<file path="src/rtl/sdram_pkg.sv">
// Shared definitions for the SDRAM controller blocks (arbiter, refresh,
// read and write sequencers): command encodings, FSM state codes and
// default timing.
package sdram_pkg;

  // {CS_n, RAS_n, CAS_n, WE_n}
  localparam logic [3:0] CMD_NOP = 4'b0111;
  localparam logic [3:0] CMD_ACT = 4'b0011;
  localparam logic [3:0] CMD_WR  = 4'b0100;
  localparam logic [3:0] CMD_PRE = 4'b0010;

  // One-hot sequencer states
  localparam logic [7:0] S_IDLE  = 8'b0000_0001;
  localparam logic [7:0] S_REQ   = 8'b0000_0010;
  localparam logic [7:0] S_ACT   = 8'b0000_0100;
  localparam logic [7:0] S_RCD   = 8'b0000_1000;
  localparam logic [7:0] S_WRITE = 8'b0001_0000;
  localparam logic [7:0] S_TWR   = 8'b0010_0000;
  localparam logic [7:0] S_PRE   = 8'b0100_0000;
  localparam logic [7:0] S_TRP   = 8'b1000_0000;

  // Address bit that selects all-bank PRECHARGE / auto-precharge
  localparam int A10_BIT = 10;

  // Default geometry and timing
  localparam int DEF_DATA_W    = 16;
  localparam int DEF_ROW_W     = 12;
  localparam int DEF_COL_W     = 9;
  localparam int DEF_BURST_LEN = 4;
  localparam int DEF_T_RCD     = 2;
  localparam int DEF_T_WR      = 2;
  localparam int DEF_T_RP      = 2;

endpackage

</file>
<file path="src/rtl/sdram_addr_cnt.sv">
// Column/row/bank address counters for the write sequencer. Column steps one
// burst at a time and wraps at row end; row steps per finished job and
// carries into the 2-bit bank counter.
module sdram_addr_cnt
  import sdram_pkg::*;
#(
  parameter int ROW_W     = DEF_ROW_W,
  parameter int COL_W     = DEF_COL_W,
  parameter int BURST_LEN = DEF_BURST_LEN
) (
  input  logic             sclk,
  input  logic             s_rst_n,
  input  logic             burst_done,
  input  logic             job_done,
  output logic [COL_W-1:0] col,
  output logic [ROW_W-1:0] row,
  output logic [1:0]       bank,
  output logic             last_burst
);

  // A row is a whole number of bursts, so plain modulo addition wraps to 0
  localparam logic [COL_W-1:0] COL_STEP = COL_W'(BURST_LEN);
  localparam logic [COL_W-1:0] COL_LAST = COL_W'((1 << COL_W) - BURST_LEN);

  assign last_burst = (col == COL_LAST);

  // Column advances after the last beat of every burst
  always_ff @(posedge sclk or negedge s_rst_n) begin
    if (!s_rst_n)        col <= '0;
    else if (burst_done) col <= col + COL_STEP;
  end

  // Row advances per completed row; row wrap carries into bank
  always_ff @(posedge sclk or negedge s_rst_n) begin
    if (!s_rst_n) begin
      row  <= '0;
      bank <= '0;
    end else if (job_done) begin
      row <= row + ROW_W'(1);
      if (&row) bank <= bank + 2'd1;
    end
  end

endmodule

</file>
<file path="src/rtl/sdram_write.sv">
// SDRAM write-burst sequencer. Requests the bus, then writes one full row in
// gapless bursts (ACTIVE, WRITE..., PRECHARGE). A pending refresh breaks the
// row at a burst boundary; the job re-requests and resumes at the next column.
// Outputs are decoded from registered state so reset clears them at once.
module sdram_write
  import sdram_pkg::*;
#(
  parameter int DATA_W    = DEF_DATA_W,
  parameter int ROW_W     = DEF_ROW_W,
  parameter int COL_W     = DEF_COL_W,
  parameter int BURST_LEN = DEF_BURST_LEN,
  parameter int T_RCD     = DEF_T_RCD,   // >= 2
  parameter int T_WR      = DEF_T_WR,    // >= 2
  parameter int T_RP      = DEF_T_RP
) (
  input  logic              sclk,
  input  logic              s_rst_n,
  input  logic              wr_trig,
  input  logic              wr_en,
  input  logic              ref_req,
  input  logic [DATA_W-1:0] wr_data,
  output logic              wr_req,
  output logic              flag_wr_end,
  output logic              wr_busy,
  output logic              wr_data_rd,
  output logic [3:0]        wr_cmd,
  output logic [1:0]        wr_bank,
  output logic [ROW_W-1:0]  wr_addr,
  output logic [DATA_W-1:0] wr_dq,
  output logic              wr_dq_oe
);

  // Timer end values: RCD/TWR hold (T-1) NOPs, TRP holds T_RP NOPs plus the
  // flag cycle.
  localparam logic [7:0]       RCD_LAST  = 8'(T_RCD - 2);
  localparam logic [7:0]       BEAT_LAST = 8'(BURST_LEN - 1);
  localparam logic [7:0]       TWR_LAST  = 8'(T_WR - 2);
  localparam logic [7:0]       TRP_LAST  = 8'(T_RP);
  localparam logic [ROW_W-1:0] ADDR_A10  = ROW_W'(1 << A10_BIT);

  logic [7:0]       state, tmr;
  logic             row_done, last_burst, last_beat, trp_end, job_done;
  logic [COL_W-1:0] col;
  logic [ROW_W-1:0] row;
  logic [1:0]       bank;

  assign last_beat = (state == S_WRITE) && (tmr == BEAT_LAST);
  assign trp_end   = (state == S_TRP) && (tmr == TRP_LAST);
  assign job_done  = trp_end && row_done;

  sdram_addr_cnt #(
    .ROW_W    (ROW_W),
    .COL_W    (COL_W),
    .BURST_LEN(BURST_LEN)
  ) u_addr_cnt (
    .sclk      (sclk),
    .s_rst_n   (s_rst_n),
    .burst_done(last_beat),
    .job_done  (job_done),
    .col       (col),
    .row       (row),
    .bank      (bank),
    .last_burst(last_burst)
  );

  // Sequencer FSM; tmr counts cycles within a state and is cleared on entry
  always_ff @(posedge sclk or negedge s_rst_n) begin
    if (!s_rst_n) begin
      state    <= S_IDLE;
      tmr      <= '0;
      row_done <= 1'b0;
    end else begin
      tmr <= tmr + 8'd1;
      case (state)
        S_IDLE: if (wr_trig) state <= S_REQ;
        S_REQ:  if (wr_en) state <= S_ACT;
        S_ACT: begin
          state <= S_RCD;
          tmr   <= '0;
        end
        S_RCD: if (tmr == RCD_LAST) begin
          state <= S_WRITE;
          tmr   <= '0;
        end
        // refresh is only honoured at a burst boundary
        S_WRITE: if (last_beat) begin
          tmr <= '0;
          if (last_burst || ref_req) begin
            state    <= S_TWR;
            row_done <= last_burst;
          end
        end
        S_TWR: if (tmr == TWR_LAST) begin
          state <= S_PRE;
          tmr   <= '0;
        end
        S_PRE: begin
          state <= S_TRP;
          tmr   <= '0;
        end
        S_TRP: if (trp_end) begin
          state    <= row_done ? S_IDLE : S_REQ;
          row_done <= 1'b0;
          tmr      <= '0;
        end
        default: begin
          state <= S_IDLE;
          tmr   <= '0;
        end
      endcase
    end
  end

  // Command/address decode from the current state
  always_comb begin
    wr_cmd  = CMD_NOP;
    wr_bank = '0;
    wr_addr = '0;
    case (state)
      S_ACT: begin
        wr_cmd  = CMD_ACT;
        wr_bank = bank;
        wr_addr = row;
      end
      S_WRITE: if (tmr == '0) begin
        wr_cmd  = CMD_WR;
        wr_bank = bank;
        wr_addr = ROW_W'(col);
      end
      S_PRE: begin
        wr_cmd  = CMD_PRE;
        wr_addr = ADDR_A10;
      end
      default: ;
    endcase
  end

  assign wr_req      = (state == S_REQ);
  assign wr_busy     = (state != S_IDLE);
  assign wr_dq_oe    = (state == S_WRITE);
  assign wr_data_rd  = wr_dq_oe;
  assign wr_dq       = wr_dq_oe ? wr_data : '0;
  assign flag_wr_end = trp_end;

endmodule

</file>
<file path="config.mk">
export PLATFORM = sky130hd
export DESIGN_NAME = sdram_write
export DESIGN_NICKNAME = d
export VERILOG_FILES = /design/src/rtl/sdram_pkg.sv /design/src/rtl/sdram_addr_cnt.sv /design/src/rtl/sdram_write.sv
export SDC_FILE = /design/constraint.sdc
export NUM_CORES = 1
export LEC_CHECK = 0
export BUFFER_PORTS_ARGS = -buffer_cell sky130_fd_sc_hd__buf_2
export CAP_MARGIN = 20
export CORE_ASPECT_RATIO = 0.8
export CORE_MARGIN = 2
export CORE_UTILIZATION = 35
export DETAILED_ROUTE_END_ITERATION = 10
export PLACE_DENSITY = 0.69
export SYNTH_ARGS = -nofsm -noshare
export SYNTH_HDL_FRONTEND = slang
export SYNTH_HIERARCHICAL = 1
export SYNTH_SLANG_ARGS = --single-unit
</file>
<file path="constraint.sdc">
create_clock -name sclk -period 6.7 [get_ports sclk]
set_clock_uncertainty 0.05 [all_clocks]
set_input_delay 1.675 -clock sclk [delete_from_list [all_inputs] [get_ports sclk]]
set_output_delay 1.675 -clock sclk [all_outputs]
set_load 0.01 [all_outputs]
</file>
==> impl_results.md, run 1 <==
- Via density: 4.99
- Crit path time final: 4.35 ns
- Yosys top cell area share: 0.422
- Global-route wire length before repair: 7910 microns
- Leakage: 1.37 nW
- Synth unique cells: 47
- Drt pass-1 iters: 4
- R2R Path Start: state[5]
- Sequential-to-total area share from yosys stat: 0.434
- Switching Share: 0.321
- Wirelength per Cell: 13.6 microns
- HPWL Detailed: 3620 microns
- Grt ovf: 0
- Critical Path RT: 4.97 ns
- Clk slew on worst S/H paths: 0.08 ns
- Setup-failing EPs final: 0
- Worst min-delay path startpoint: u_addr_cnt/bank[1]
- Core Region: 5970 sq um
- Final hold violation count: 0
- Starting DRT DRC Count: 108
- Yosys top cell by area: dfrtp_1
- Post-Syn Area: 2190 sq um
- Final ANT Viol Nets: 0
- Num CTS Buffers: 5
- CP Launch Type: flip-flop
- Cts repair resizes: 0
- EDFF count, synth: 0
- Largest net degree at the start of global routing: 39
- Max rail drop VDD: 0.000142 V
- Worst-Margin Slew: 0.950 ns
- Final Cycle Share: 0.650
- Status: completed
- GRT Overall Usage: 0.149
- Max Cap Viol: 0
- Comb pwr share: 0.295
- Total wire length: 4890 microns
- Critical path arrival: 2.63 ns
- Synth warn: 6
- Cell Chain, Critical Path: nor4_1 -> nand3_1 -> nor2_1 -> a22o_1 -> buf_2
- Worst hold path depth: 1
- Post-layout util: 0.448
- Int Power: 0.504 mW
- Mapped Cells: 220
- Initial Utilization: 0.367
- Number of setup buffers added after CTS: 0
- Initial antenna violation count: 0
- Share of post-route cells with drive strength above 1: 0.302
- Die width: 92.5 microns
- Fmax achieved: 0.230 GHz
- Crit path kind: reg -> out
- CP max stage delay: 0.78 ns
- Worst-skew pair later-pin latency: 0.30 ns
- Worst R2R End: u_addr_cnt/bank[0]
- Commonest cells after routing, fill and taps aside: 58 x buf_2, 37 x dfrtp_1, 24 x nor2_1, 19 x and2_1, 14 x xnor2_1
- Area grow syn2layout: 22.1%
- Reg power frac: 0.378
- RSZ-0062 raised after global routing: false
- CTS tree: yes
- Power per cell area: 277 nW/um^2
- CTS root buf: clkbuf_8
- DR vias: 1790
- Die span in y: 74.8 microns
- Slew headroom: 0.364
- R2r worst-path depth: 7
- Worst Path Max Fanout: 13
- Slowest cell on the critical path: nor2_1
- Flop2flop setup slack: 3.92 ns
- Cts-stage hold buffer count: 0
- FF+latch count, synth: 38
- Async SR Flop Fraction: 1.00
- Clock power frac: 0.328
- DRC: 0
- Top FF cell, synth: dfrtp_1
- Port buffer count: 58
- CTS max path bufs: 2
- Final Max Tran Viols: 0
- Rows: 25
- Sw power: 0.239 mW
- CP Capture Type: primary output
- Sink Count: 38
- Setup TNS: 0 ns
- Hold path endpoint: u_addr_cnt/bank[1]
- Commonest non-fill, non-tap cell in the layout: buf_2
- Vias in the first global route: 1584
- Final nets: 303
- Top cells by area, synth: dfrtp_1 42%, xnor2_1 5.6%, and2_1 5.4%
- Avg Cell Area, Syn: 9.98 sq um
- Worst Hold Class: reg -> reg
- Die Area: 6920 sq um
- GPL Wtd Cong: 0.794
- Antenna diodes: 0
- H-tree depth: 2
- Boundary Pins: 60
-- flip-flops by register name, summed over array words and instances, names as in the netlist --
register,count
tmr,8
u_addr_cnt/row,12
u_addr_cnt/bank,2
u_addr_cnt/col,7
row_done,1
state,8
-- metal layers --
layer | routed length [microns] | vias up | GRT usage | part of all wire
met5 | 0 | - | 0 | 0
met4 | 61 | 0 | 0.0398 | 0.012
met3 | 398 | 5 | 0.0470 | 0.081
met2 | 1940 | 77 | 0.211 | 0.40
met1 | 2490 | 838 | 0.222 | 0.51
li1 | - | 870 | - | -
-- worst max-delay path by stage --
stage | startpoint | end | cells after the start | slack [ns]
4_1_cts | tmr[2] | wr_addr[8] | 5 | 2.32
3_5_place_dp | tmr[2] | wr_addr[8] | 5 | 2.67
5_1_grt | tmr[2] | wr_addr[8] | 5 | 2.10
2_1_floorplan | wr_data[0] | wr_dq[0] | 1 | 3.15
6_report | tmr[2] | wr_addr[8] | 5 | 2.35
3_3_place_gp | state[1] | wr_cmd[2] | 4 | 2.57
-- layout make-up --
cell class                      count  area, sq um
Clock inverter                      2         60.1
Sequential cell                    38          952
Tap cell                           81          101
Clock buffer                        6         82.6
Fill cell                         575         3300
Inverter                            9         33.8
Multi-Input combinational cell    164         1150
Timing Repair Buffer               59          298
-- cell families after synthesis --
kind of cell	count (synthesis)	share of synthesized area
AOI/OAI and AO/OA	24	0.0906
xor gates and xnor gates	27	0.108
adders and majority gates	5	0.0285
buffers and inverters	19	0.0433
DFF	38	0.434
muxes	2	0.0103
other	2	0.00342
and+or+nand+nor	103	0.282
-- synthesized netlist by cell type, types with 2 or more instances --
cell,number
nor2b_1,2
a21oi_1,2
inv_2,2
xor2_1,13
nand4b_1,3
nor4_2,5
nor2_1,24
o21a_1,3
clkbuf_1,4
mux2_2,2
inv_1,6
buf_4,4
xnor2_1,14
nand4_1,7
conb_1,2
o22ai_1,2
nand3_1,8
a22o_1,9
nor3_1,6
and3_1,3
nand2b_1,4
and4_4,2
dfrtp_1,37
nand2_1,11
and2_1,19
ha_1,5
-- power groups by stage --
stage          registers (mW)  logic [mW]  clock network, mW
2_1_floorplan           0.275       0.179                  0
3_3_place_gp            0.282       0.214                  0
3_5_place_dp            0.284       0.217                  0
4_1_cts                 0.280       0.219              0.248
5_1_grt                 0.285       0.243              0.260
6_report                0.281       0.219              0.244
-- metrics by stage --
stage / total power [mW] / hold WS [ns] / cell area, sq um / setup slack (ns) / instances
4_1_cts: 0.747 / 0.423 / 2680 / 2.32 / 359
6_report: 0.743 / 0.422 / 2680 / 2.35 / 359
3_5_place_dp: 0.501 / 0.411 / 2540 / 2.67 / 351
5_1_grt: 0.788 / 0.451 / 2680 / 2.10 / 359
3_3_place_gp: 0.496 / 0.409 / 2530 / 2.57 / 350
2_1_floorplan: 0.454 / 0.392 / 2200 / 3.15 / 221
-- worst max-delay path: cells and delay by family, from the launching register on --
family,cells,cell delay (ns)
and+or+nand+nor,3,1.54
DFF,1,0.42
AOI/OAI and AO/OA,1,0.24
buffers and inverters,1,0.13
Note: power is estimated with default switching activity, not from simulation.
==> inputs of run 2 (changes only) <==
--- a/config.mk
+++ b/config.mk
@@ -11,7 +11,7 @@
 export CORE_MARGIN = 2
 export CORE_UTILIZATION = 35
 export DETAILED_ROUTE_END_ITERATION = 10
-export PLACE_DENSITY = 0.69
+export PLACE_DENSITY = 0.71
 export SYNTH_ARGS = -nofsm -noshare
 export SYNTH_HDL_FRONTEND = slang
 export SYNTH_HIERARCHICAL = 1
==> constraint.sdc (replaced) <==
create_clock -name sclk -period 3.5 [get_ports sclk]
set_clock_uncertainty 0.05 [all_clocks]
set_input_delay 0.875 -clock sclk [delete_from_list [all_inputs] [get_ports sclk]]
set_output_delay 0.875 -clock sclk [all_outputs]
set_load 0.01 [all_outputs]
==> impl_results.md, run 2 (same netlist as run 1, synthesis figures left out) <==
- CP max stage delay: 0.56 ns
- CTS max path bufs: 2
- H-tree depth: 2
- Register with the most flip-flops: u_addr_cnt/row
- Global-route wire length before repair: 7620 microns
- Area grow syn2layout: 19.7%
- Max Cap Viol: 0
- DRC: 0
- Final std cells w/o fill: 360
- HPWL Detailed: 3690 microns
- Max rail drop VDD: 0.000178 V
- CTS tree: yes
- Share of post-route cells with drive strength above 1: 0.301
- Worst Path Max Fanout: 15
- Stages on the worst setup path: 5
- Post-layout util: 0.440
- Num CTS Buffers: 5
- Crit path kind: reg -> out
- Wirelength per Cell: 13.2 microns
- Area post-placement: 2540 sq um
- Clk slew on worst S/H paths: 0.07 ns
- R2r worst-path depth: 7
- CTS root buf: clkbuf_8
- Slew headroom: 0.433
- Area taken by multi-input logic gates: 1150 sq um
- Die Area: 6920 sq um
- Worst-skew pair later-pin latency: 0.29 ns
- Sink Count: 38
- Cts-stage hold buffer count: 0
- Initial Utilization: 0.367
- Largest net degree at the start of global routing: 39
- Worst Hold Class: reg -> reg
- Worst R2R End: u_addr_cnt/bank[1]
- Port buffer count: 58
- Number of setup buffers added after CTS: 0
- Worst-Margin Slew: 0.851 ns
- DR vias: 1785
- Final Cell Area: 2630 sq um
- Power per cell area: 474 nW/um^2
- Antenna diodes: 0
- WHS: 0.421 ns
- Commonest cells after routing, fill and taps aside: 58 x buf_2, 37 x dfrtp_1, 24 x nor2_1, 19 x and2_1, 14 x xnor2_1
- Final nets: 304
- CP Buf/Inv Count: 2
- Critical path arrival: 2.10 ns
- Slowest cell on the critical path: or4_4
- Die span in y: 74.8 microns
- Vias in the first global route: 1633
- Final ANT Viol Nets: 0
- CP Capture Type: primary output
- GPL Wtd Cong: 0.746
- Placed cells: 352
- Setup-failing EPs final: 0
- Cts repair resizes: 0
- FF/Latch Area: 952 sq um
- Filler instances: 582
- Final hold violation count: 0
- R2R Path Start: state[5]
- Final Cycle Share: 0.865
- Number of flip-flops in the largest register: 12
- Via density: 4.96
- Die width: 92.5 microns
- Critical Path RT: 2.57 ns
- CP delay by family, top: simple AND/OR/NAND/NOR gates
- Cell Chain, Critical Path: or4_4 -> nor4_2 -> buf_4 -> a22o_1 -> buf_2
- Initial antenna violation count: 0
- Top flop regs: u_addr_cnt/row x12, state x8, tmr x8
- Worst min-delay path startpoint: u_addr_cnt/bank[1]
- Drt pass-1 iters: 4
- Starting DRT DRC Count: 63
- Fmax achieved: 0.330 GHz
- Grt ovf: 0
- Leakage: 1.35 nW
- Crit path time final: 3.03 ns
- Status: completed
- Total wire length: 4760 microns
- RSZ-0062 raised after global routing: false
- Rows: 25
- Final Max Tran Viols: 0
- Setup TNS: 0 ns
- Flop2flop setup slack: 0.83 ns
- Worst hold path depth: 1
- Hold path endpoint: u_addr_cnt/bank[1]
- Commonest non-fill, non-tap cell in the layout: buf_2
- CP Launch Type: flip-flop
- GRT Overall Usage: 0.142
- Core Region: 5970 sq um
- Boundary Pins: 60
[run 2: metrics by stage]
stage | worst slack [ns] | power, mW
2_1_floorplan | 0.784 | 0.868
3_3_place_gp | 0.791 | 0.949
3_5_place_dp | 0.800 | 0.960
4_1_cts | 0.471 | 1.25
5_1_grt | 0.242 | 1.33
6_report | 0.473 | 1.24
[run 2: area by class of cell]
| type | count | share of cell area |
|---|---|---|
| clock inverters | 2 | 0.00381 |
| well taps | 81 | 0.0386 |
| inverters | 9 | 0.0129 |
| clock buffers | 6 | 0.0276 |
| flip-flops and latches | 38 | 0.363 |
| repair buffers | 60 | 0.116 |
| multi-input cells | 164 | 0.438 |
[run 2: where the power goes]
| group | leakage (nW) | total, mW | switching, mW | internal [mW] |
|---|---|---|---|---|
| Combinational | 0.777 | 0.419 | 0.238 | 0.181 |
| Sequential | 0.524 | 0.536 | 0.0549 | 0.481 |
| Clock | 0.0450 | 0.289 | 0.151 | 0.138 |
[run 2: worst register-to-register path, stage by stage (launching register included)]
cell and delay, ns:
dfrtp_1 0.45, nor4_2 0.56, nand4b_1 0.36, nor2_1 0.21, and2_1 0.27, nand3_2 0.19, nor4_2 0.32, xor2_1 0.18
[run 2: worst max-delay path by stage]
stage,from,endpoint,slack [ns]
2_1_floorplan,state[1],wr_addr[0],0.78
3_3_place_gp,state[1],wr_addr[0],0.79
3_5_place_dp,state[1],wr_addr[1],0.80
4_1_cts,state[1],wr_addr[0],0.47
5_1_grt,tmr[2],wr_addr[6],0.24
6_report,state[1],wr_addr[1],0.47
[run 2: layer usage]
layer  share of wire  global-route usage  vias to the layer above
li1                -                   -                      876
met1            0.50               0.199                      845
met2            0.41               0.214                       57
met3           0.075              0.0330                        7
met4           0.018              0.0647                        0
met5               0                   0                        -
